<file path="config.mk">
export PLATFORM = sky130hd
export DESIGN_NAME = trigger_ctrl
export DESIGN_NICKNAME = d
export VERILOG_FILES = /design/src/rtl/trigger_defs.sv /design/src/rtl/trig_edge_detect.sv /design/src/rtl/trigger_ctrl.sv
export SDC_FILE = /design/constraint.sdc
export NUM_CORES = 1
export LEC_CHECK = 0
export CORE_MARGIN = 1.5
export CORE_UTILIZATION = 50
export CTS_BUF_LIST = sky130_fd_sc_hd__clkbuf_4
export CTS_CLUSTER_SIZE = 25
export DETAILED_ROUTE_END_ITERATION = 8
export PLACE_DENSITY_LB_ADDON = 0.15
export SYNTH_ARGS = -nofsm -noshare
export SYNTH_HDL_FRONTEND = slang
export SYNTH_SLANG_ARGS = --single-unit
</file>
<file path="constraint.sdc">
create_clock -name clkIn -period 10.2 [get_ports clkIn]
set_input_delay 1.02 -clock clkIn [delete_from_list [all_inputs] [get_ports clkIn]]
set_output_delay 1.02 -clock clkIn [all_outputs]
set_load 0.01 [all_outputs]
</file>
<file path="src/rtl/trigger_defs.sv">
// Shared definitions for the trigger controller and its register interface:
// FSM state encodings, acquisition mode and edge-select codes.
package trigger_defs;

   typedef enum logic [2:0] {
      ST_IDLE      = 3'd0,
      ST_PRETRIG   = 3'd1,
      ST_WAIT_TRIG = 3'd2,
      ST_POSTTRIG  = 3'd3,
      ST_DONE      = 3'd4,
      ST_HOLDOFF   = 3'd5
   } trig_state_t;

   // Acquisition modes; code 3 behaves like single
   localparam logic [1:0] MODE_NORMAL = 2'd0;
   localparam logic [1:0] MODE_AUTO   = 2'd1;
   localparam logic [1:0] MODE_SINGLE = 2'd2;

   // Edge selection; code 3 behaves like rising
   localparam logic [1:0] EDGE_RISE   = 2'd0;
   localparam logic [1:0] EDGE_FALL   = 2'd1;
   localparam logic [1:0] EDGE_EITHER = 2'd2;

   // True when the timeout counter may fire a trigger on its own
   function automatic logic is_auto_mode(input logic [1:0] m);
      return (m == MODE_AUTO);
   endfunction

endpackage

</file>
<file path="src/rtl/trig_edge_detect.sv">
// Comparator edge qualifier: remembers the previous comparator level,
// suppresses edges inside the dead zone and applies the edge selection.
module trig_edge_detect
   import trigger_defs::*;
(
   input  logic       clk,
   input  logic       rstn,
   input  logic       cmp_q,
   input  logic       cmp_z,
   input  logic [1:0] edge_sel,
   output logic       hit
);

   logic q_prev;
   logic rise;
   logic fall;
   logic want_rise;
   logic want_fall;

   // Track the comparator level of the previous cycle in every state
   always_ff @(posedge clk) begin
      if (!rstn) begin
         q_prev <= 1'b0;
      end else begin
         q_prev <= cmp_q;
      end
   end

   // Qualify edges outside the dead zone and match them against the selection
   always_comb begin
      rise      = 1'b0;
      fall      = 1'b0;
      want_rise = 1'b0;
      want_fall = 1'b0;
      if (!cmp_z) begin
         rise = !q_prev & cmp_q;
         fall = q_prev & !cmp_q;
      end else begin
         rise = 1'b0;
         fall = 1'b0;
      end
      case (edge_sel)
         EDGE_RISE: begin
            want_rise = 1'b1;
            want_fall = 1'b0;
         end
         EDGE_FALL: begin
            want_rise = 1'b0;
            want_fall = 1'b1;
         end
         EDGE_EITHER: begin
            want_rise = 1'b1;
            want_fall = 1'b1;
         end
         default: begin
            want_rise = 1'b1;
            want_fall = 1'b0;
         end
      endcase
      hit = (rise & want_rise) | (fall & want_fall);
   end

endmodule

</file>
<file path="src/rtl/trigger_ctrl.sv">
// Trigger controller: sequences a capture buffer through pre-trigger fill,
// trigger wait, post-trigger fill, a one-cycle done and an optional holdoff.
// All outputs are registered and change together with the state.
module trigger_ctrl
   import trigger_defs::*;
#(
   parameter int ADDR_W = 12,
   parameter int CNT_W  = 16
) (
   input  logic              clkIn,
   input  logic              rstnIn,
   input  logic              start,
   input  logic              stop,
   input  logic              force_trig,
   input  logic [1:0]        mode,
   input  logic [1:0]        edge_sel,
   input  logic [ADDR_W-1:0] pre_len,
   input  logic [ADDR_W-1:0] post_len,
   input  logic [CNT_W-1:0]  holdoff,
   input  logic [CNT_W-1:0]  auto_timeout,
   input  logic              cmp_q,
   input  logic              cmp_z,
   output logic              wr_en,
   output logic [ADDR_W-1:0] wr_addr,
   output logic [ADDR_W-1:0] trig_addr,
   output logic              triggered,
   output logic              done,
   output logic              busy
);

   localparam logic [ADDR_W-1:0] A_ZERO = {ADDR_W{1'b0}};
   localparam logic [ADDR_W-1:0] A_INC  = {{(ADDR_W-1){1'b0}}, 1'b1};
   localparam logic [ADDR_W:0]   A_ONE  = {{ADDR_W{1'b0}}, 1'b1};
   localparam logic [CNT_W-1:0]  C_ZERO = {CNT_W{1'b0}};
   localparam logic [CNT_W-1:0]  C_INC  = {{(CNT_W-1){1'b0}}, 1'b1};
   localparam logic [CNT_W:0]    C_ONE  = {{CNT_W{1'b0}}, 1'b1};

   trig_state_t       state;

   // Settings captured on every entry to PRETRIG
   logic [1:0]        mode_l;
   logic [1:0]        edge_l;
   logic [ADDR_W-1:0] pre_l;
   logic [ADDR_W-1:0] post_l;
   logic [CNT_W-1:0]  hold_l;
   logic [CNT_W-1:0]  tout_l;

   logic [ADDR_W-1:0] pre_cnt;
   logic [ADDR_W-1:0] post_cnt;
   logic [CNT_W-1:0]  hold_cnt;
   logic [CNT_W-1:0]  tout_cnt;

   logic              edge_hit;
   logic              pre_last;
   logic              post_last;
   logic              hold_last;
   logic              auto_hit;
   logic              trig_event;
   logic              pre_entry;

   trig_edge_detect u_edge (
      .clk      (clkIn),
      .rstn     (rstnIn),
      .cmp_q    (cmp_q),
      .cmp_z    (cmp_z),
      .edge_sel (edge_l),
      .hit      (edge_hit)
   );

   // Per-cycle decisions from the counters and latched settings;
   // counters hold the number of completed cycles, so compare against count+1
   always_comb begin
      pre_last   = (({1'b0, pre_cnt} + A_ONE) == {1'b0, pre_l});
      post_last  = (({1'b0, post_cnt} + A_ONE) == {1'b0, post_l});
      hold_last  = (({1'b0, hold_cnt} + C_ONE) >= {1'b0, hold_l});
      auto_hit   = is_auto_mode(mode_l) && (tout_l != C_ZERO) &&
                   (({1'b0, tout_cnt} + C_ONE) == {1'b0, tout_l});
      trig_event = 1'b0;
      pre_entry  = 1'b0;
      if (state == ST_WAIT_TRIG) begin
         trig_event = edge_hit | force_trig | auto_hit;
      end else begin
         trig_event = 1'b0;
      end
      if (stop) begin
         pre_entry = 1'b0;
      end else if (state == ST_IDLE) begin
         pre_entry = start;
      end else if (state == ST_HOLDOFF) begin
         pre_entry = hold_last;
      end else begin
         pre_entry = 1'b0;
      end
   end

   // Acquisition FSM with counters and registered status outputs
   always_ff @(posedge clkIn) begin
      if (!rstnIn) begin
         state     <= ST_IDLE;
         wr_en     <= 1'b0;
         wr_addr   <= A_ZERO;
         trig_addr <= A_ZERO;
         triggered <= 1'b0;
         done      <= 1'b0;
         busy      <= 1'b0;
         pre_cnt   <= A_ZERO;
         post_cnt  <= A_ZERO;
         hold_cnt  <= C_ZERO;
         tout_cnt  <= C_ZERO;
         mode_l    <= MODE_NORMAL;
         edge_l    <= EDGE_RISE;
         pre_l     <= A_ZERO;
         post_l    <= A_ZERO;
         hold_l    <= C_ZERO;
         tout_l    <= C_ZERO;
      end else if (stop) begin
         state     <= ST_IDLE;
         wr_en     <= 1'b0;
         triggered <= 1'b0;
         done      <= 1'b0;
         busy      <= 1'b0;
      end else if (pre_entry) begin
         // New acquisition: fresh settings, buffer restarts at address 0
         state     <= ST_PRETRIG;
         busy      <= 1'b1;
         triggered <= 1'b0;
         done      <= 1'b0;
         wr_addr   <= A_ZERO;
         wr_en     <= (pre_len != A_ZERO);
         pre_cnt   <= A_ZERO;
         mode_l    <= mode;
         edge_l    <= edge_sel;
         pre_l     <= pre_len;
         post_l    <= post_len;
         hold_l    <= holdoff;
         tout_l    <= auto_timeout;
      end else begin
         done <= 1'b0;
         case (state)
            ST_IDLE: begin
               wr_en <= 1'b0;
               busy  <= 1'b0;
            end
            ST_PRETRIG: begin
               wr_en <= 1'b1;
               if (pre_l == A_ZERO) begin
                  // Nothing was written this cycle, so the address stays
                  state    <= ST_WAIT_TRIG;
                  tout_cnt <= C_ZERO;
               end else if (pre_last) begin
                  wr_addr  <= wr_addr + A_INC;
                  state    <= ST_WAIT_TRIG;
                  tout_cnt <= C_ZERO;
               end else begin
                  wr_addr <= wr_addr + A_INC;
                  pre_cnt <= pre_cnt + A_INC;
               end
            end
            ST_WAIT_TRIG: begin
               wr_addr <= wr_addr + A_INC;
               if (trig_event) begin
                  trig_addr <= wr_addr;
                  triggered <= 1'b1;
                  post_cnt  <= A_ZERO;
                  if (post_l == A_ZERO) begin
                     state <= ST_DONE;
                     wr_en <= 1'b0;
                     done  <= 1'b1;
                  end else begin
                     state <= ST_POSTTRIG;
                     wr_en <= 1'b1;
                  end
               end else begin
                  tout_cnt <= tout_cnt + C_INC;
                  wr_en    <= 1'b1;
               end
            end
            ST_POSTTRIG: begin
               wr_addr <= wr_addr + A_INC;
               if (post_last) begin
                  state <= ST_DONE;
                  wr_en <= 1'b0;
                  done  <= 1'b1;
               end else begin
                  post_cnt <= post_cnt + A_INC;
                  wr_en    <= 1'b1;
               end
            end
            ST_DONE: begin
               wr_en    <= 1'b0;
               hold_cnt <= C_ZERO;
               case (mode_l)
                  MODE_NORMAL, MODE_AUTO: begin
                     state <= ST_HOLDOFF;
                  end
                  MODE_SINGLE: begin
                     state     <= ST_IDLE;
                     triggered <= 1'b0;
                     busy      <= 1'b0;
                  end
                  default: begin
                     state     <= ST_IDLE;
                     triggered <= 1'b0;
                     busy      <= 1'b0;
                  end
               endcase
            end
            ST_HOLDOFF: begin
               wr_en    <= 1'b0;
               hold_cnt <= hold_cnt + C_INC;
            end
            default: begin
               state     <= ST_IDLE;
               wr_en     <= 1'b0;
               triggered <= 1'b0;
               busy      <= 1'b0;
            end
         endcase
      end
   end

endmodule
</file>
==> results.md <==
* Status: finished clean
* Die area at 0.0175 mm^2
* Cell variety after synth at a little under 80
* CTS tree: yes
* Hold slack at around 0.46 ns
* Rel. slew slack at 0.172
* Vias in the first global route at 7171
* Leading area contributor after synthesis: dfxtp_1
* Final #Nets at approximately 1200
* Cell count after synthesis at 1083
* CP required at 10.70 ns
* Routed via count at 7852
* Max clock buf depth at 2
* Initial DRC count at 471
* Nature of the critical path endpoint: flop
* Synthesis Warnings at 0
* First-pass GRT wire length at 35300 um
* DP Worst Slack at 5.11 ns
* Share of layout cells above drive strength 1 at 0.0532
* Worst Hold Class: flop to flop
* Synth Area in Simple Gates at 0.260
* Compound-Gate Fraction of Synth Area at 0.207
* Resize count post-CTS at 0
* Final WS setup at 5.12 ns
* Skew-Pair Late Insertion Delay at ~0.57 ns
* Layout area overhead at 14.9%
* Seq cells post-synth at 148
* Post-synth top cells: 221 x nand2_1, 148 x dfxtp_1, 97 x a21oi_1
* IO Port Bufs at 94
* Die H at around 130 um
* Max VDD drop at between 0.07 and 0.08 mV
* Synth area leaders: dfxtp_1 35%, nand2_1 9.9%, a21oi_1 5.8%, xnor2_1 4.8%, ha_1 3.3%
* Number of buffers created by CTS at 17
* Post-route ant nets at 0
* Worst path max stage delay at 1.06 ns
* Initial antenna violation count at 1
* Initial Utilization at 0.508
* Adder-Cell Fraction of Synth Area at 0.0329
* Final instance area at 0.00962 mm^2
* Post-DP Area at 0.00933 mm^2
* # fillers at roughly 1600
* Critical path, cell by cell: nand3_1, or4_1, or2_2, nor3_1, xor2_1, ha_1, and3_1, nand4_1, o21ai_0, a31oi_2, a311oi_4, and2_2, nand2_1, a21oi_1
* Root Driver: clkbuf_4
* H-tree depth at 4
* Critical Path AT at 5.58 ns
* Startpoint Class: flop
* Ys async rst share at 0
* Most common cell in the synthesized netlist: nand2_1
* GRT Util Overall at 0.245
* Clock Skews at 0.0134 ns
* Largest family of logic cells by synthesized area: simple AND/OR/NAND/NOR gates
* Mux cell area share after synthesis at 0.0229
* Static Leak at 3.24 nW
* Final Setup Violations at 0
* Final Routed Wirelength at 21300 um
* Syn_area_per_cell at 7.73 um^2
* Area share of the largest cell type after synthesis at 0.354
* Largest net degree at the start of global routing at 82
* Power per standard cell area at 119 mW/mm^2
* Worst-Margin Slew at around 1.2 ns
* Final core occ at 0.584
* I/O pin total at 95
* Dpl hpwl at 15000 um
* Netlist Area Pre-Place at 0.00837 mm^2
* Critical path fanouts, max at 61
* Top_reg_cell synth: dfxtp_1
* Core ar. at between 0.015 and 0.02 mm^2
* Total grt overflow at 0
* DR vias/cell at ~5.7
* Crit path max-delay cell type: and2_2
* Drc violations at 0
* Post-synth EDFFs at 0
* CTS Hold Bufs at 0
* Die W at 132 um
* Fmax at 197 MHz
* RSZ-0062 raised after global routing: no
* Syn nets at 1172
* Final Hold Vio Count at 0
* Crit path time final at 5.08 ns
* Post-CTS setup buffers at 0
* Final worst path period share at 0.498
* Clk slew on worst S/H paths at 0.13 ns
* Rows at 47
* Router iterations before antenna repair at 5
* Seq/Total Area, Yosys at 0.354
* Placer congestion estimate at 0.928
* Post-Route Setup TNS at 0 ns
* Crit path kind: flop to flop
* Sink Count at 148
* Xor/xnor share of the synthesized area at 0.0722
* Max Cap Viol at 0
* Max-slew violations at 0
* WL/cell at around 16 um
cell type report:
type	instances	area, um^2	area share
Antenna cell	1	2.50	0.000260
Clock buffer	17	128	0.0133
Clock inverter	15	160	0.0167
Inverter	35	131	0.0137
Multi-Input combinational cell	832	4980	0.518
Sequential cell	148	2960	0.308
Tap cell	220	275	0.0286
Timing Repair Buffer	99	973	0.101
worst paths after layout:
path | cells after the start | slack [ns] | end | from
setup reg to reg | 14 | 5.12 | tout_l[0] | hold_cnt[2]
setup / recovery | 14 | 5.12 | tout_l[0] | hold_cnt[2]
hold / removal | 2 | 0.46 | hold_l[6] | hold_l[6]
hold reg to reg | 2 | 0.46 | hold_l[6] | hold_l[6]
placed cells by master, fill, tap and decap left out, types with 6 or more instances in the layout:
cell type / synthesis / layout
o31ai_1: 6 / 6
clkdlybuf4s50_1: 0 / 93
o21ai_0: 37 / 37
clkbuf_4: 0 / 17
xor2_1: 23 / 23
nor4_1: 18 / 18
a21oi_1: 97 / 97
a21boi_0: 6 / 6
a2bb2oi_1: 8 / 8
nand3_1: 41 / 41
and2_1: 7 / 6
a211oi_1: 9 / 9
nand2_1: 221 / 220
clkinvlp_4: 0 / 8
a31oi_1: 15 / 15
mux2i_1: 18 / 18
inv_1: 33 / 33
or3_1: 17 / 17
xnor2_1: 46 / 46
nor3_1: 19 / 19
and3_1: 14 / 14
ha_1: 22 / 22
nor2_1: 62 / 62
and4_1: 8 / 8
nand4_1: 25 / 25
o21ai_1: 7 / 7
o2111ai_1: 6 / 6
dfxtp_1: 148 / 148
cells by family after synthesis:
kind of cell / Yosys count
compound gates: 261
xor+xnor: 69
fa+ha+maj: 22
buf+inv: 103
flops: 148
mux: 19
simple gates: 461
metal layers:
layer / global-route usage / vias to the layer above / wire [um]
li1: - / 3955 / -
met1: 0.327 / 3673 / 10100
met2: 0.405 / 196 / 9960
met3: 0.0434 / 28 / 939
met4: 0.0763 / 0 / 311
met5: 0 / - / 0
worst max-delay path: cells and delay by family (launching register included):
kind	cells	cell delay (ns)
simple gates	8	2.90
flops	1	0.45
compound gates	4	1.19
fa+ha+maj	1	0.32
xor+xnor	1	0.12
stage by stage:
step           cells  total power [mW]
2_1_floorplan   1083             0.726
3_3_place_gp    1334             0.782
3_5_place_dp    1334             0.784
4_1_cts         1366              1.16
5_1_grt         1367              1.20
6_report        1367              1.15
power breakdown:
| group | internal, mW | switching, mW |
|---|---|---|
| clock | 0.145 | 0.230 |
| combinational | 0.0702 | 0.0854 |
| sequential | 0.596 | 0.0199 |
| total | 0.811 | 0.335 |
flip-flops by register name, indices dropped and copies added (netlist names):
name	flops
u_edge.q_prev	1
pre_cnt	12
hold_l	16
pre_l	12
mode_l	2
trig_addr	12
state	3
busy	1
triggered	1
wr_addr	12
tout_cnt	16
edge_l	2
tout_l	16
hold_cnt	16
wr_en	1
post_cnt	12
post_l	12
done	1
(Power assumes the default switching activity.)
